--- config.mk ---
export PLATFORM = sky130hd
export DESIGN_NAME = adder_seq_ctrl
export DESIGN_NICKNAME = d
export VERILOG_FILES = /design/src/rtl/adder_seq_pkg.sv /design/src/rtl/adder_seq_ctrl_nibble.sv /design/src/rtl/adder_seq_ctrl.sv
export SDC_FILE = /design/constraint.sdc
export NUM_CORES = 1
export LEC_CHECK = 0
export CELL_PAD_IN_SITES_DETAIL_PLACEMENT = 1
export CELL_PAD_IN_SITES_GLOBAL_PLACEMENT = 1
export CORE_MARGIN = 2
export CORE_UTILIZATION = 34
export DETAILED_ROUTE_END_ITERATION = 10
export GPL_ROUTABILITY_DRIVEN = 0
export HOLD_SLACK_MARGIN = 0.05
export PLACE_DENSITY_LB_ADDON = 0.12
export SYNTH_ARGS = -nofsm -noshare
export SYNTH_HDL_FRONTEND = slang
export SYNTH_SLANG_ARGS = --single-unit
--- constraint.sdc ---
create_clock -name clk -period 3.15 [get_ports clk]
set_input_delay 0.945 -clock clk [delete_from_list [all_inputs] [get_ports clk]]
set_output_delay 0.945 -clock clk [all_outputs]
set_load 0.01 [all_outputs]
--- src/rtl/adder_seq_pkg.sv ---
// Shared types and constants for the nibble-sequenced adder controller.
// Holds the FSM state encoding, the nibble width and the requester-id type.
package adder_seq_pkg;

    localparam int NIB_W = 4;

    typedef enum logic [1:0] {
        IDLE = 2'd0,
        ADD  = 2'd1,
        DONE = 2'd2
    } state_t;

    typedef logic req_id_t;

endpackage

--- src/rtl/adder_seq_ctrl_nibble.sv ---
// 4-bit ripple-carry adder (module nibble_adder), one full-adder cell per bit.
module nibble_adder
    import adder_seq_pkg::*;
(
    input  logic [NIB_W-1:0] a,
    input  logic [NIB_W-1:0] b,
    input  logic             cin,
    output logic [NIB_W-1:0] sum,
    output logic             cout
);

    logic [NIB_W:0] c;

    assign c[0] = cin;

    for (genvar i = 0; i < NIB_W; i++) begin : g_fa
        assign sum[i]   = a[i] ^ b[i] ^ c[i];
        assign c[i + 1] = (a[i] & b[i]) | (c[i] & (a[i] ^ b[i]));
    end

    assign cout = c[NIB_W];

endmodule

--- src/rtl/adder_seq_ctrl.sv ---
// Two-requester controller that sequences one nibble adder over DATA_W/4 passes.
// Optional subtract support is built when ADDER_SUB_EN is defined.
module adder_seq_ctrl
    import adder_seq_pkg::*;
#(
    parameter int DATA_W = 8
) (
    input  logic              clk,
    input  logic              rst_n,
    input  logic              req0_valid,
    input  logic [DATA_W-1:0] req0_a,
    input  logic [DATA_W-1:0] req0_b,
    input  logic              req0_sub,
    output logic              req0_ready,
    input  logic              req1_valid,
    input  logic [DATA_W-1:0] req1_a,
    input  logic [DATA_W-1:0] req1_b,
    input  logic              req1_sub,
    output logic              req1_ready,
    output logic              res_valid,
    output logic [DATA_W:0]   res_sum,
    output req_id_t           res_id,
    input  logic              res_ready,
    output state_t            dbg_state
);

    localparam int N     = DATA_W / NIB_W;
    localparam int IDX_W = (N > 1) ? $clog2(N) : 1;

    // Handshake: a transfer happens on a rising edge where valid && ready are both high.
    state_t             state_q, state_d;
    logic [IDX_W-1:0]   idx_q, idx_d;
    logic               carry_q, carry_d;
    logic [DATA_W-1:0]  a_q, a_d, b_q, b_d;
    logic [DATA_W:0]    res_sum_q, res_sum_d;
    req_id_t            res_id_q, res_id_d;
    req_id_t            last_q, last_d;
    logic               op_q, op_d;

    req_id_t            grant_id;
    logic               can_accept;
    logic               grant_sub;
    logic [NIB_W-1:0]   a_nib, b_nib, nib_sum;
    logic               nib_cout;

`ifdef ADDER_SUB_EN
    assign grant_sub = grant_id ? req1_sub : req0_sub;
    assign b_nib     = op_q ? ~b_q[NIB_W*int'(idx_q) +: NIB_W] : b_q[NIB_W*int'(idx_q) +: NIB_W];
`else
    logic unused_sub;
    assign unused_sub = req0_sub ^ req1_sub ^ op_q;
    assign grant_sub  = 1'b0;
    assign b_nib      = b_q[NIB_W*int'(idx_q) +: NIB_W];
`endif

    assign a_nib = a_q[NIB_W*int'(idx_q) +: NIB_W];

    nibble_adder u_nib (
        .a    (a_nib),
        .b    (b_nib),
        .cin  (carry_q),
        .sum  (nib_sum),
        .cout (nib_cout)
    );

    // With both requesting, the one that was not served last wins.
    always_comb begin
        if (req0_valid && req1_valid) begin
            grant_id = ~last_q;
        end else begin
            grant_id = !req0_valid;
        end
        can_accept = rst_n && (state_q == IDLE) && (req0_valid || req1_valid);
        req0_ready = can_accept && (grant_id == 1'b0);
        req1_ready = can_accept && (grant_id == 1'b1);
    end

    always_comb begin
        state_d   = state_q;
        idx_d     = idx_q;
        carry_d   = carry_q;
        a_d       = a_q;
        b_d       = b_q;
        op_d      = op_q;
        res_sum_d = res_sum_q;
        res_id_d  = res_id_q;
        last_d    = last_q;
        case (state_q)
            IDLE: begin
                if (can_accept) begin
                    a_d      = grant_id ? req1_a : req0_a;
                    b_d      = grant_id ? req1_b : req0_b;
                    op_d     = grant_sub;
                    carry_d  = grant_sub;
                    res_id_d = grant_id;
                    last_d   = grant_id;
                    idx_d    = '0;
                    state_d  = ADD;
                end
            end
            ADD: begin
                res_sum_d[NIB_W*int'(idx_q) +: NIB_W] = nib_sum;
                carry_d = nib_cout;
                if (idx_q == IDX_W'(N - 1)) begin
                    res_sum_d[DATA_W] = nib_cout;
                    idx_d   = '0;
                    state_d = DONE;
                end else begin
                    idx_d = idx_q + IDX_W'(1);
                end
            end
            DONE: begin
                if (res_ready) begin
                    state_d = IDLE;
                end
            end
            default: state_d = IDLE;
        endcase
    end

    always_ff @(posedge clk) begin
        if (!rst_n) begin
            state_q   <= IDLE;
            idx_q     <= '0;
            carry_q   <= 1'b0;
            a_q       <= '0;
            b_q       <= '0;
            op_q      <= 1'b0;
            res_sum_q <= '0;
            res_id_q  <= 1'b0;
            last_q    <= 1'b1;
        end else begin
            state_q   <= state_d;
            idx_q     <= idx_d;
            carry_q   <= carry_d;
            a_q       <= a_d;
            b_q       <= b_d;
            op_q      <= op_d;
            res_sum_q <= res_sum_d;
            res_id_q  <= res_id_d;
            last_q    <= last_d;
        end
    end

    assign res_valid = (state_q == DONE);
    assign res_sum   = res_sum_q;
    assign res_id    = res_id_q;
    assign dbg_state = state_q;

endmodule
; Word level (Yosys, flattened, before mapping)
; Index checks and enable logic that the tools add are counted.
[word_totals]
register_bits = 31
input_bits = 39
[op_classes]
addsub = 2
eq_ne = 5
shifts = 4
mux = 13
n_bitwise = 22
reduce_logical = 12
[ops]
columns = cell, count
row1 = 3-bit negator with 33-bit output, 1
row2 = 4-bit by 33-bit variable shift with 9-bit output (first input constant), 1
row3 = 4-bit by 33-bit variable part select with 9-bit output, 1
row4 = 8-bit 2-to-1 mux, 2
row5 = 8-bit by 4-bit variable part select with 4-bit output, 2
row6 = 9-bit bitwise mux, 1
row7 = 1-bit AND, 8
row8 = 1-bit XOR, 8
row9 = 2-bit 2-to-1 mux, 3
row10 = 2-bit one-hot mux with 3 select lines, 1
row11 = 1-bit logical AND, 5
row12 = 1-bit 2-to-1 mux, 4
row13 = 2-bit != test (second input constant), 2
row14 = 1-bit bitwise OR, 4
row15 = 1-bit one-hot mux with 2 select lines, 2
row16 = 2-bit AND reduction, 2
row17 = 3-bit AND reduction, 1
row18 = 2-bit by 1-bit == test with 1-bit output (second input constant), 1
row19 = 2-bit == test (second input constant), 1
row20 = 2-bit zero test, 1
row21 = 2-bit by 1-bit != test with 1-bit output (second input constant), 1
row22 = 1-bit inverter, 2
row23 = 2-bit nonzero test, 1
row24 = 1-bit adder (second input constant), 1
row25 = 2 further kinds, 2

; Logic depth before layout (Yosys ltp)
[depth]
ltp_word = 12
depth_mapped = 10

; Cells and area by module
; Synthesis repeated with hierarchy kept, for this count alone.
[unflattened]
cells_unflattened = 184
area_unflattened_um2 = 1702.9
[by_module_without_submodules]
columns = mod, instances, cells_per_inst, area_each_um2, seq_area_each_um2
row1 = adder_seq_ctrl, 1, 170, 1585.3, 620.6
row2 = nibble_adder, 1, 14, 117.6, 0.0

; Worst setup path before layout
; No wires, ideal clock.
[synth_path]
kind = input to output
startpoint = in req0_valid
endpoint = out req1_ready
arrival_time_ns = 1.803
setup_slack_ns = 0.402
cell_stages = 6
n_path_buf = 3
path_cell_list = buf_6 or2_1 and2_4 buf_6 buf_6 o21a_1
[synth_between]
elab_chain_len = 3
word_cells_on_any_way = 6
[synth_rtl]
columns = element, line
row1 = from (decl), adder_seq_ctrl.sv:10  ; input logic req0_valid,
row2 = "1-bit zero test, or another cell as far along", adder_seq_ctrl.sv:71  ; grant_id = !req0_valid;
row3 = 1-bit 2-to-1 mux / 1-bit logical AND (equally long branches), "adder_seq_ctrl.sv:68, adder_seq_ctrl.sv:73"
row4 = 1-bit logical AND (*), adder_seq_ctrl.sv:75  ; req1_ready = can_accept && (grant_id == 1'b1);
row5 = to (decl), adder_seq_ctrl.sv:19  ; output logic req1_ready,
; Every way passes the cells marked *; elsewhere a longest branch is shown, timed or not.

; Worst setup path after layout
; Same ends and word-level chain as after synthesis.

==> metrics <==
max_cap viols 0; Cells after Synth 170; number of synthesized flops with an enable pin 0; Clock power frac between 20% and 30%; CTS H-tree depth 2; Largest stage delay, worst path 0.49 ns; Clk pin slew, worst setup/hold paths 0.06 ns; WS Path Type in2out; number of global-route vias before repair around 1500; DR vias 1526; Slew HR about three fifths; critical path data arrival time between 2 and 2.5 ns; Syn Nets around 210; Worst-Skew Late Latency ~0.28 ns; DP Area around 2200 sq um; CP delay by family, top buffers and inverters; register area just over 600 sq um; layout cells sized above 1 approximately 17%; Net Switching roughly 0.00037 W; share of power burned in combinational logic 32.7%; Synth cell types 28; maximum number of pins on one net before global-route repair 28; CTS sink cnt 31; Routed WL per cell 16.8 microns; Final period util 97.7%; antenna viol nets, final 0; Hold Slack a little over 0.5 ns; flop-to-flop setup slack 0.76 ns; GRT Overall Usage between 10% and 20%; Ant. Diodes 0; setup TNS after final layout 0 ns; critical-path cell list clkdlybuf4s50_1 > or2_1 > and2_4 > o21a_1 > buf_2; Ports 54; status finished clean; Hold Path End res_sum[0]$_SDFFE_PN0P_; worst hold path depth 2; R2R cell count 7; synthesized area about 1600 sq um; worst path required time between 2 and 2.5 ns; Port-buffer cells 51; sequential share of power between 30% and 40%; final setup skew between 0.004 and 0.005 ns; internal power approximately 0.00086 W; global-route wire length before repair around 7600 microns; Post-Place Setup Slack -0.419 ns; hold wc startpoint res_sum[0]$_SDFFE_PN0P_; final hold vios 0; final setup vio count 0; Ys Warns 0; hold buffers post-CTS 0; Avg Cell Area, Syn between 9 and 10 sq um; switching share of total power a little under a third; TritonCTS clock tree yes; CP Buf/Inv Count 2; number of synthesized register bits 31; final worst slack between 0.07 and 0.08 ns; Nets 270; fin crit period roughly 3.1 ns; CP Max Fanout 4; unrepaired setup endpoints after global routing false; Worst-Margin Slew 0.614 ns; fmax approximately 320 MHz; initial core utilization 34.9%; DRC Markers 0; DR vias/cell between 5 and 6; core area roughly 4700 sq um; reg2reg end res_sum[3]$_SDFFE_PN0P_; CP Capture Type output pin; die area approximately 5400 sq um; HP Class reg2reg; fin area roughly 2400 sq um; HPWL after DPL between 3000 and 4000 microns; multi-input logic area a little over 900 sq um; pwr dens about 520 nW/um^2; Critical-path top delay cell clkdlybuf4s50_1; Die Y between 70 and 80 microns; Async SR Flop Fraction 0%; initial antenna violation count 0; Startpoint Class primary input; number of buffers on the longest clock path 2; die width 73.4 microns; clk root buf clkbuf_8; Pleak ~0.83 nW; TritonCTS Buffers 5; Main synth FF type dfxtp_1; Std-Cell Rows 25; Pre-antenna DRT Iters 4; Pins Over Slew Limit 0; sequential-to-total area share from yosys stat between 30% and 40%; Peak supply drop about 0.17 mV; Total Routed Length 4740 microns; GRT overflow 0; FF-to-FF Start idx_q$_SDFFE_PN0P_; Filler Cells Inserted ~540; initial drt markers between 50 and 60; area grow syn2layout 44.2%
[layer usage]
| layer | GRT usage (%) | wire, microns | up-vias |
|---|---|---|---|
| met4 | 7.27 | 74 | 0 |
| met1 | 21.7 | 2000 | 737 |
| met2 | 32.7 | 2470 | 42 |
| li1 | - | - | 742 |
| met5 | 0 | 0 | - |
| met3 | 5.90 | 191 | 5 |
[worst max path at each step]
stage,endpoint,start,cells past startpoint
after floorplan,req1_ready,req0_valid,6
after global placement,req1_ready,rst_n,5
after detailed placement,req1_ready,rst_n,5
after CTS,req0_ready,rst_n,4
after global routing,req1_ready,req0_valid,5
final,req1_ready,req0_valid,5
[cell usage after synthesis (3+ instances only)]
library cell	number	share of area, %
dfxtp_1	31	38
a21oi_1	19	5.8
nand3b_1	16	7.3
o21ai_0	15	4.6
nor2_1	10	2.3
a211oi_1	9	4.1
a311oi_1	8	4.3
a311oi_2	8	7.3
clkbuf_1	8	1.8
mux2i_1	8	4.9
inv_1	5	1.1
buf_2	4	1.2
buf_6	4	2.7
fa_1	4	4.9
nor2b_1	3	1.1
o21a_1	3	1.4
[power groups by stage]
stage	clock (W)	combinational [W]	sequential, W
final	0.000344	0.000403	0.000486
after detailed placement	0	0.000400	0.000494
after global placement	0	0.000383	0.000490
after floorplan	0	0.000234	0.000493
after CTS	0.000355	0.000406	0.000487
after global routing	0.000372	0.000442	0.000494
[cells by family after synthesis]
kind of cell | count (synthesis) | synth area share [%]
compound gates | 65 | 28.6
simple gates | 37 | 15.0
flops | 31 | 37.9
buf+inv | 23 | 7.41
mux | 10 | 6.26
fa+ha+maj | 4 | 4.89
[sequential cells by signal, indices dropped and copies added (netlist names)]
signal	flops
a_q	8
b_q	8
carry_q	1
dbg_state	2
idx_q	1
last_q	1
res_id	1
res_sum	9
[final cells by class]
| type | instances | area share [%] |
|---|---|---|
| Tap cell | 54 | 2.86 |
| Timing Repair Buffer | 66 | 26.8 |
| Clock buffer | 8 | 4.24 |
| Multi-Input combinational cell | 116 | 38.7 |
| Sequential cell | 31 | 26.3 |
| Inverter | 7 | 1.11 |
[timing repair]
action                     CTS  global route
setup endpoints to repair    2             2
resized for setup            7             3
setup buffers                2             0
pin swaps                    0             1
[worst reg2reg max path: cells and delay by family (launching register included)]
family,cells,cell delay [ns]
flops,1,0.39
compound gates,1,0.21
fa+ha+maj,3,1.02
buf+inv,2,0.30
mux,1,0.37
[placed cells by master, fill, tap and decap left out, types with 5 or more instances in the layout]
| cell | synthesis | routed |
|---|---|---|
| a21oi_1 | 19 | 19 |
| clkbuf_8 | 0 | 7 |
| mux2i_1 | 8 | 8 |
| buf_4 | 0 | 14 |
| a311oi_2 | 8 | 8 |
| clkdlybuf4s50_1 | 0 | 48 |
| a311oi_1 | 8 | 8 |
| nand3b_1 | 16 | 16 |
| inv_1 | 5 | 5 |
| a211oi_1 | 9 | 9 |
| nor2_1 | 10 | 10 |
| dfxtp_1 | 31 | 31 |
| o21ai_0 | 15 | 15 |
[through the flow]
step	std cells	power, W	utilization, %
CTS	282	0.00125	50.1
detailed placement	272	0.000894	47.5
global placement	272	0.000873	47.5
finish	282	0.00123	50.3
floorplan	170	0.000726	-
global route	282	0.00131	50.3
No activity file was read; power rests on OpenSTA's default activity.
